### src/rtl/sfr_ctrl_pkg.sv
// Shared types for the SFR bank arbiter: FSM state encoding and requester count.
package sfr_ctrl_pkg;

  localparam int NUM_MST = 2;

  typedef enum logic [1:0] {
    IDLE,
    GRANT,
    ACCESS,
    RESP
  } sfr_ctrl_state_e;

endpackage

### src/rtl/sfr_rr_arbiter.sv
// Two-way round-robin winner select; winner is combinational, last grant is registered.
// On a tie the requester that did not win last time wins; a lone requester always wins.
module sfr_rr_arbiter
  import sfr_ctrl_pkg::*;
(
  input  logic               clk_i,
  input  logic               rst_i,
  input  logic [NUM_MST-1:0] req_i,
  input  logic               upd_i,
  input  logic               upd_idx_i,
  output logic               any_o,
  output logic               win_o
);

  logic last_gnt_q;

  // Reset favours requester 0 on the first tie.
  always_ff @(posedge clk_i or posedge rst_i) begin
    if (rst_i) begin
      last_gnt_q <= 1'b1;
    end else if (upd_i) begin
      last_gnt_q <= upd_idx_i;
    end
  end

  assign any_o = |req_i;
  assign win_o = (&req_i) ? ~last_gnt_q : req_i[1];

endmodule

### src/rtl/sfr_bus_arbiter.sv
// Shares one SFR bank between core (0) and debug (1): grant, one-cycle register access, done pulse.
// Request-to-done is 3 cycles; requesters hold req until granted, fields are taken in the grant cycle.
module sfr_bus_arbiter
  import sfr_ctrl_pkg::*;
#(
  parameter int NUM_SFR    = 8,
  parameter int SFR_WIDTH  = 32,
  parameter int ADDR_WIDTH = 8
) (
  input  logic                           sys_clk,
  input  logic                           sys_rst,
  input  logic [NUM_MST-1:0]             mst_req,
  input  logic [NUM_MST-1:0]             mst_we,
  input  logic [NUM_MST*ADDR_WIDTH-1:0]  mst_addr,
  input  logic [NUM_MST*SFR_WIDTH-1:0]   mst_wdata,
  output logic [NUM_MST-1:0]             mst_gnt,
  output logic [NUM_MST-1:0]             mst_done,
  output logic [SFR_WIDTH-1:0]           mst_rdata,
  output logic                           mst_err,
  output logic [NUM_SFR-1:0]             sfr_clk_en,
  output logic [NUM_SFR-1:0]             sfr_wen,
  output logic [SFR_WIDTH-1:0]           sfr_sw_value,
  input  logic [NUM_SFR*SFR_WIDTH-1:0]   sfr_rd_bus
);

  localparam int IDX_W = (NUM_SFR > 1) ? $clog2(NUM_SFR) : 1;
  localparam logic [ADDR_WIDTH:0] NUM_SFR_A = (ADDR_WIDTH+1)'(NUM_SFR);

  function automatic logic hit_f(input logic [ADDR_WIDTH-1:0] a);
    return ({1'b0, a} < NUM_SFR_A);
  endfunction

  sfr_ctrl_state_e          state_q, state_d;
  logic                     owner_q;
  logic                     we_q;
  logic [ADDR_WIDTH-1:0]    addr_q;
  logic [SFR_WIDTH-1:0]     wdata_q;
  logic [NUM_MST-1:0]       gnt_q, done_q;
  logic [NUM_SFR-1:0]       clk_en_q, wen_q;
  logic [SFR_WIDTH-1:0]     rdata_q;
  logic                     err_q;

  logic [NUM_MST-1:0]       elig;
  logic                     any_req, win;
  logic                     cur_we;
  logic [ADDR_WIDTH-1:0]    cur_addr;
  logic [SFR_WIDTH-1:0]     cur_wdata;
  logic [NUM_SFR-1:0]       cur_oh;
  logic [SFR_WIDTH-1:0]     rd_sel;

  // The requester completing in RESP is treated as stale so it cannot be re-granted back to back.
  always_comb begin
    elig = mst_req;
    if (state_q == RESP) elig[owner_q] = 1'b0;
  end

  sfr_rr_arbiter u_arb (
    .clk_i     (sys_clk),
    .rst_i     (sys_rst),
    .req_i     (elig),
    .upd_i     (state_q == GRANT),
    .upd_idx_i (owner_q),
    .any_o     (any_req),
    .win_o     (win)
  );

  always_comb begin
    state_d = state_q;
    case (state_q)
      IDLE:    if (any_req) state_d = GRANT;
      GRANT:   state_d = ACCESS;
      ACCESS:  state_d = RESP;
      RESP:    state_d = any_req ? GRANT : IDLE;
      default: state_d = IDLE;
    endcase
  end

  assign cur_we    = mst_we[owner_q];
  assign cur_addr  = owner_q ? mst_addr[2*ADDR_WIDTH-1:ADDR_WIDTH] : mst_addr[ADDR_WIDTH-1:0];
  assign cur_wdata = owner_q ? mst_wdata[2*SFR_WIDTH-1:SFR_WIDTH] : mst_wdata[SFR_WIDTH-1:0];
  assign cur_oh    = hit_f(cur_addr) ? (NUM_SFR'(1) << cur_addr[IDX_W-1:0]) : '0;

  always_comb begin
    rd_sel = '0;
    for (int k = 0; k < NUM_SFR; k++) begin
      if (addr_q[IDX_W-1:0] == IDX_W'(k)) rd_sel = sfr_rd_bus[k*SFR_WIDTH +: SFR_WIDTH];
    end
  end

  // Enables are decoded during GRANT so the SFR sees registered, glitch-free strobes in ACCESS.
  always_ff @(posedge sys_clk or posedge sys_rst) begin
    if (sys_rst) begin
      state_q  <= IDLE;
      owner_q  <= 1'b0;
      we_q     <= 1'b0;
      addr_q   <= '0;
      wdata_q  <= '0;
      gnt_q    <= '0;
      done_q   <= '0;
      clk_en_q <= '0;
      wen_q    <= '0;
      rdata_q  <= '0;
      err_q    <= 1'b0;
    end else begin
      state_q  <= state_d;
      gnt_q    <= '0;
      done_q   <= '0;
      clk_en_q <= '0;
      wen_q    <= '0;
      rdata_q  <= '0;
      err_q    <= 1'b0;
      if (state_d == GRANT) begin
        owner_q    <= win;
        gnt_q[win] <= 1'b1;
      end
      if (state_q == GRANT) begin
        we_q     <= cur_we;
        addr_q   <= cur_addr;
        wdata_q  <= cur_wdata;
        clk_en_q <= cur_oh;
        wen_q    <= cur_we ? cur_oh : '0;
      end
      if (state_q == ACCESS) begin
        done_q[owner_q] <= 1'b1;
        err_q           <= ~hit_f(addr_q);
        rdata_q         <= (hit_f(addr_q) && !we_q) ? rd_sel : '0;
      end
    end
  end

  assign mst_gnt      = gnt_q;
  assign mst_done     = done_q;
  assign mst_rdata    = rdata_q;
  assign mst_err      = err_q;
  assign sfr_clk_en   = clk_en_q;
  assign sfr_wen      = wen_q;
  assign sfr_sw_value = wdata_q;

endmodule
### config.mk
export PLATFORM = sky130hd
export DESIGN_NAME = sfr_bus_arbiter
export DESIGN_NICKNAME = d
export VERILOG_FILES = /design/src/rtl/sfr_ctrl_pkg.sv /design/src/rtl/sfr_rr_arbiter.sv /design/src/rtl/sfr_bus_arbiter.sv
export SDC_FILE = /design/constraint.sdc
export NUM_CORES = 1
export LEC_CHECK = 0
export CORE_AREA = 2 2 165 167
export CTS_CLUSTER_DIAMETER = 80
export CTS_CLUSTER_SIZE = 30
export DETAILED_ROUTE_END_ITERATION = 8
export DIE_AREA = 0 0 167 169
export GPL_TIMING_DRIVEN = 0
export SLEW_MARGIN = 10
export SYNTH_ARGS = -nofsm -noshare
export SYNTH_HDL_FRONTEND = slang
export SYNTH_SLANG_ARGS = --single-unit
export TNS_END_PERCENT = 100
### constraint.sdc
create_clock -name sys_clk -period 5.29 [get_ports sys_clk]
set_clock_uncertainty 0.1 [all_clocks]
set_input_delay 1.058 -clock sys_clk [delete_from_list [all_inputs] [get_ports sys_clk]]
set_output_delay 1.058 -clock sys_clk [all_outputs]
set_load 0.01 [all_outputs]
==> results of run 1 <==
cells by family (layout without fill, tap and decap cells):
kind of cell,after synthesis,in the layout,share of synthesized area
buffers and inverters,55,498,0.0476
AND/OR/NAND/NOR,147,147,0.115
flip-flops,98,98,0.420
adder cells (fa/ha/maj),4,4,0.00857
other,0,2,0
AO/OA/AOI/OAI,124,124,0.145
multiplexers,108,108,0.263
worst paths after layout:
kind | from | end
setup / recovery | mst_addr[14] | sfr_wen[6]$_DFF_PP0_
hold / removal | sfr_sw_value[31]$_DFFE_PP0P_ | sfr_sw_value[31]$_DFFE_PP0P_
setup reg to reg | state_q[0]$_DFF_PP0_ | mst_rdata[13]$_DFF_PP0_
hold reg to reg | sfr_sw_value[31]$_DFFE_PP0P_ | sfr_sw_value[31]$_DFFE_PP0P_
max in group asynchronous | sys_rst | sfr_clk_en[6]$_DFF_PP0_
min in group asynchronous | sys_rst | mst_rdata[18]$_DFF_PP0_
stage by stage:
stage | worst slack [ps] | cells
finish | 2540 | 1322
global route | 2490 | 1322
CTS | 2530 | 1320
detailed placement | 2150 | 1304
global placement | -316 | 1303
floorplan | 1570 | 536
critical path, stage by stage:
cell and delay (ps):
clkdlybuf4s50_1 470, or4_1 690, nor3_1 280, o21ai_0 250, nor2_1 170
registers in the layout (all words and copies together) (netlist names), 2 cells and up:
register / flops
addr_q: 8
mst_done: 2
mst_gnt: 2
mst_rdata: 32
sfr_clk_en: 8
sfr_sw_value: 32
sfr_wen: 8
state_q: 2
routing by layer:
layer / part of all wire / track usage / vias up
met5: 0.00039 / 0 / -
met4: 0.019 / 0.0525 / 2
met3: 0.084 / 0.0603 / 28
met2: 0.51 / 0.343 / 296
met1: 0.39 / 0.222 / 2906
li1: - / - / 2862
Yosys cell counts, drive strengths merged, types with 2 or more instances:
master and count:
or2 21, nor3b 2, nor3 3, a32o 25, o221ai 2, a21oi 55
buf 34, or4 2, a311oi 3, nand2b 2, nor2b 8, inv 8
clkbuf 13, dfrtp 97, nor2 63, o211ai 21, mux2 3, a22oi 3
o21a 3, nand2 41, ha 4, mux2i 69, mux4 36, o22ai 4
o21ai 4
power by group through the flow:
stage | combinational, uW | sequential [uW] | clock, uW
3_5_place_dp | 2520 | 1060 | 0
3_3_place_gp | 2510 | 1060 | 0
4_1_cts | 2530 | 1050 | 709
5_1_grt | 2710 | 1080 | 733
2_1_floorplan | 1440 | 1110 | 0
6_report | 2480 | 1050 | 683
final cells by class:
type                            count  area share
Multi-Input combinational cell    383       0.286
Tap cell                          341      0.0393
Clock buffer                       10      0.0220
Sequential cell                    98       0.226
Buffer                             47      0.0228
Timing Repair Buffer              427       0.395
Clock inverter                      6     0.00507
Inverter                            8     0.00323
Antenna cell                        2    0.000461
==> summary.txt, run 1 <==
Timing
  • Final period util: 0.520
  • Slew headroom: 0.572
  • Pins Over Slew Limit: 0
  • Hold WS: 428 ps
  • Minimum clock period: 2750 ps
  • Final TNS setup: 0 ps
  • Final hold vios: 0
  • Worst Tran Pin Value: 642 ps
  • Finish-stage setup viols: 0
  • RSZ-0062 raised after global routing: false
  • Fmax: 0.364 GHz

Final layout
  • Most frequent cells in the layout: 426 x clkdlybuf4s50_1, 97 x dfrtp_1, 69 x mux2i_1
  • Multi-input logic area: 3110 um2
  • Layout fillers: 2631
  • Final core occ: 0.410
  • Share of layout cells above drive strength 1: 0.0930
  • Synthesis-to-finish area growth: 86.0%
  • Commonest non-fill, non-tap cell in the layout: clkdlybuf4s50_1
  • Final net count: 1320
  • Final instance area: 10900 um2
  • FF+latch area: 2450 um2

Yosys
  • Top cell type's share of synthesized area: 0.416
  • Sequential area share after synthesis: 0.420
  • Mapped Nets: 882
  • Top post-synthesis cells by area: dfrtp_1 42%, mux4_2 14%, mux2i_1 12%, a21oi_1 4.7%, a32o_1 4.3%
  • Synth unique cells: 40
  • Top FF cell, synth: dfrtp_1
  • Yosys top cell by area: dfrtp_1
  • Yosys reg bits: 98
  • Netlist Area Pre-Place: 5840 um2
  • Mapped Cells: 536
  • Syn Area/Cell: 10.9 um2
  • Yosys warnings: 0
  • Fraction of registers with async set/reset: 1.00
  • EDFF count, synth: 0

Clocking
  • CTS tree: done
  • Hold_buf cts: 0
  • Root buffer cell: clkbuf_16
  • Post-CTS setup buffers: 0
  • Clk slew on worst S/H paths: 70 ps
  • Clk sinks: 98
  • H-Tree Depth: 3
  • Worst-Skew Late Latency: 360 ps
  • Cts repair resizes: 0
  • Maximum clock insertion buffer count: 2
  • Total CTS buffers: 9

Detailed routing
  • Post-route ant nets: 0
  • DRC: 0
  • Overall routed net length: 27900 um
  • WL per Instance: 21.1 um
  • Vias per cell: 4.61
  • DR iter-0 viols: 314
  • First-pass DRT Iterations: 5
  • Via count: 6094

GRT
  • Total GRT Usage: 0.192
  • First-pass GRT wire length: 40500 um
  • Grt total ovfl: 0
  • Initial antenna violation count: 3
  • Vias in the first global route: 6458
  • Pin count of the biggest net entering global routing: 54

Floorplan
  • Die Span Y: 169 um
  • Chip width: 167 um
  • Core Region: 26500 um2
  • Initial core utilization: 0.220
  • Top Ports: 427
  • Rows: 60
  • DIE AREA: 28200 um2

Power and ir drop
  • Max rail drop VDD: 214 uV
  • Logic pwr share: 0.588
  • Tot Pwr: 4210 uW
  • PwrDens: 388 nW/um2
  • Sw frac: 0.401
  • Switch Pwr: 1690 uW
  • Clock Power Share: 0.162
  • Sequential power share: 0.250
  • Internal Pwr Total: 2520 uW
  • Leak Pwr: 0.00434 uW

Setup path
  • CP Launch Type: input pin
  • Worst setup EP type: flop
  • Critical path fanouts, max: 4
  • Worst R2R Path Depth: 7
  • WP data arrival: 2920 ps
  • Flop2flop setup slack: 2920 ps
  • Setup CP Type: input pin to flop
  • Req. time, crit path: 5470 ps

Placement
  • Final GP Congestion: 0.834
  • Placement Cell Area: 10600 um2
  • IO Port Bufs: 426
  • Detailed Place HPWL: 22900 um

Run
  • Max-Cap Viols: 0

Min path
  • Worst hold path type: flop to flop
  • Hold path cells: 2

Run status
  • Status: completed
Note: power is estimated with default switching activity, not from simulation.
==> run 2, diff against run 1 <==
--- a/config.mk
+++ b/config.mk
@@ -5,11 +5,11 @@
 export SDC_FILE = /design/constraint.sdc
 export NUM_CORES = 1
 export LEC_CHECK = 0
-export CORE_AREA = 2 2 165 167
+export CORE_AREA = 2 2 167 169
 export CTS_CLUSTER_DIAMETER = 80
 export CTS_CLUSTER_SIZE = 30
 export DETAILED_ROUTE_END_ITERATION = 8
-export DIE_AREA = 0 0 167 169
+export DIE_AREA = 0 0 169 171
 export GPL_TIMING_DRIVEN = 0
 export SLEW_MARGIN = 10
 export SYNTH_ARGS = -nofsm -noshare
==> constraint.sdc (replaced) <==
create_clock -name sys_clk -period 2.73 [get_ports sys_clk]
set_clock_uncertainty 0.1 [all_clocks]
set_input_delay 0.546 -clock sys_clk [delete_from_list [all_inputs] [get_ports sys_clk]]
set_output_delay 0.546 -clock sys_clk [all_outputs]
set_load 0.01 [all_outputs]
==> summary.txt, run 2 (same netlist as run 1, synthesis figures left out) <==
Run status
  • Status: completed

Clocking
  • Clk slew on worst S/H paths: 90 ps (+20 ps)
  • Worst-Skew Late Latency: 360 ps (about the same)
  • Hold_buf cts: 0 (unchanged)
  • Post-CTS setup buffers: 0 (unchanged)
  • Root buffer cell: clkbuf_16
  • CTS tree: done
  • Cts repair resizes: 0 (unchanged)
  • Clk sinks: 98 (unchanged)
  • H-Tree Depth: 3 (unchanged)
  • Total CTS buffers: 9 (unchanged)
  • Maximum clock insertion buffer count: 2 (unchanged)

Detailed routing
  • Post-route ant nets: 0 (unchanged)
  • DRC: 0 (unchanged)
  • Overall routed net length: 27900 um (about the same)
  • Vias per cell: 4.61 (about the same)
  • First-pass DRT Iterations: 5 (unchanged)
  • WL per Instance: 21.0 um (-0.70%)
  • Via count: 6132 (+0.62%)
  • DR iter-0 viols: 304 (-3.2%)

Power and ir drop
  • Max rail drop VDD: 467 uV (+120%)
  • Switch Pwr: 3300 uW (+96%)
  • Sw frac: 0.404 (+0.00253)
  • Leak Pwr: 0.00435 uW (+0.34%)
  • Tot Pwr: 8180 uW (+94%)
  • Logic pwr share: 0.589 (about the same)
  • Clock Power Share: 0.163 (about the same)
  • Sequential power share: 0.248 (-0.002)
  • PwrDens: 749 nW/um2 (+93%)
  • Internal Pwr Total: 4880 uW (+94%)

Placement
  • Placement Cell Area: 10600 um2 (+0.43%)
  • IO Port Bufs: 426 (unchanged)
  • Final GP Congestion: 0.832 (-0.20%)
  • Detailed Place HPWL: 23000 um (+0.59%)
  • Placed Cells incl. Taps: 1311 (+0.54%)

Final layout
  • Share of layout cells above drive strength 1: 0.0948 (+0.00185)
  • Final net count: 1322 (+0.15%)
  • Synthesis-to-finish area growth: 87.0%
  • Final instance area: 10900 um2 (+0.54%)
  • Final instance count without filler cells: 1331 (+0.68%)
  • Commonest non-fill, non-tap cell in the layout: clkdlybuf4s50_1
  • Most frequent cells in the layout: 426 x clkdlybuf4s50_1, 97 x dfrtp_1, 69 x mux2i_1
  • Layout fillers: 2756 (+4.8%)

GRT
  • First-pass GRT wire length: 39400 um (-2.8%)
  • Pin count of the biggest net entering global routing: 38 (-30%)
  • Vias in the first global route: 6382 (-1.2%)
  • Initial antenna violation count: 4 (+1)
  • Grt total ovfl: 0 (unchanged)
  • Total GRT Usage: 0.184 (-0.00803)

Timing
  • Finish-stage setup viols: 0 (unchanged)
  • Pins Over Slew Limit: 0 (unchanged)
  • Minimum clock period: 2370 ps
  • RSZ-0062 raised after global routing: false
  • Hold WS: 427 ps (-1.34 ps)
  • Fmax: 0.423 GHz
  • Worst Tran Pin Value: 636 ps (-6.95 ps)
  • Final hold vios: 0 (unchanged)
  • Slew headroom: 0.576 (+0.00464)
  • Final period util: 0.867

Setup path
  • Req. time, crit path: 2920 ps (-2550 ps)
  • CP Launch Type: flop
  • WP data arrival: 2560 ps (-360 ps)
  • Flop2flop setup slack: 360 ps (-2560 ps)
  • Setup CP Type: flop to flop
  • Critical path fanouts, max: 10 (+6)
  • Worst setup EP type: flop

Floorplan
  • Die Span Y: 171 um (+1.2%)
  • DIE AREA: 28900 um2 (+2.4%)
  • Initial core utilization: 0.214 (-0.00664)
  • Chip width: 169 um (+1.2%)
  • Top Ports: 427 (unchanged)
  • Core Region: 27300 um2 (+3.1%)
  • Rows: 61 (+1.7%)

Run
  • Max-Cap Viols: 0 (unchanged)

Min path
  • Worst hold path type: flop to flop
-- run 2: cell types whose count changed in the layout (fill, tap and decap cells not counted), sizes merged --
| cell | change |
|---|---|
| buf | +2 |
| clkinvlp | +2 |
| diode | +2 |
| clkbuf | -1 |
| inv | -1 |
-- run 2: final timing paths --
kind | to | start | cells after the start
hold reg to reg | sfr_sw_value[31]$_DFFE_PP0P_ | sfr_sw_value[31]$_DFFE_PP0P_ | 2
setup reg to reg | mst_rdata[14]$_DFF_PP0_ | state_q[0]$_DFF_PP0_ | 7
setup / recovery | mst_rdata[14]$_DFF_PP0_ | state_q[0]$_DFF_PP0_ | 7
max in group asynchronous | u_arb.last_gnt_q$_DFFE_PP1P_ | sys_rst | 3
min in group asynchronous | sfr_clk_en[1]$_DFF_PP0_ | sys_rst | 2
hold / removal | sfr_sw_value[31]$_DFFE_PP0P_ | sfr_sw_value[31]$_DFFE_PP0P_ | 2
-- run 2: routing by layer --
metal / global-route usage / part of all wire
met1: 0.215 / 0.39
met2: 0.330 / 0.51
met3: 0.0548 / 0.083
met4: 0.0472 / 0.011
met5: 0 / 0
-- run 2: cell type report --
class	instances	area [um2]	share of cell area
timing repair buffer	429	4330	0.397
multi-input combinational	383	3110	0.285
sequential	98	2450	0.225
tap	346	433	0.0396
buffer	47	248	0.0227
clock buffer	9	225	0.0206
clock inverter	7	77.6	0.00710
inverter	8	33.8	0.00309
antenna	4	10.0	0.000917
-- run 2: through the flow --
stage               utilization  setup TNS (ps)  setup slack, ps
floorplan                     -               0              923
global placement          0.386          -26510             -287
detailed placement        0.388               0              164
CTS                       0.399               0              349
global route              0.400               0              170
finish                    0.400               0              364
-- run 2: critical path: stages (launching register included) --
cell      delay [ps]
dfrtp_1          420
inv_1             90
ha_1             260
nand4b_1         270
buf_2            300
nor2_2           270
buf_2            360
a32o_1           210
-- run 2: power groups by stage --
| stage | logic, uW | clock network (uW) | registers (uW) |
|---|---|---|---|
| CTS | 4920 | 1390 | 2040 |
| floorplan | 2790 | 0 | 2140 |
| finish | 4810 | 1330 | 2030 |
| global route | 5260 | 1450 | 2080 |
| detailed placement | 4900 | 0 | 2050 |
| global placement | 4880 | 0 | 2050 |
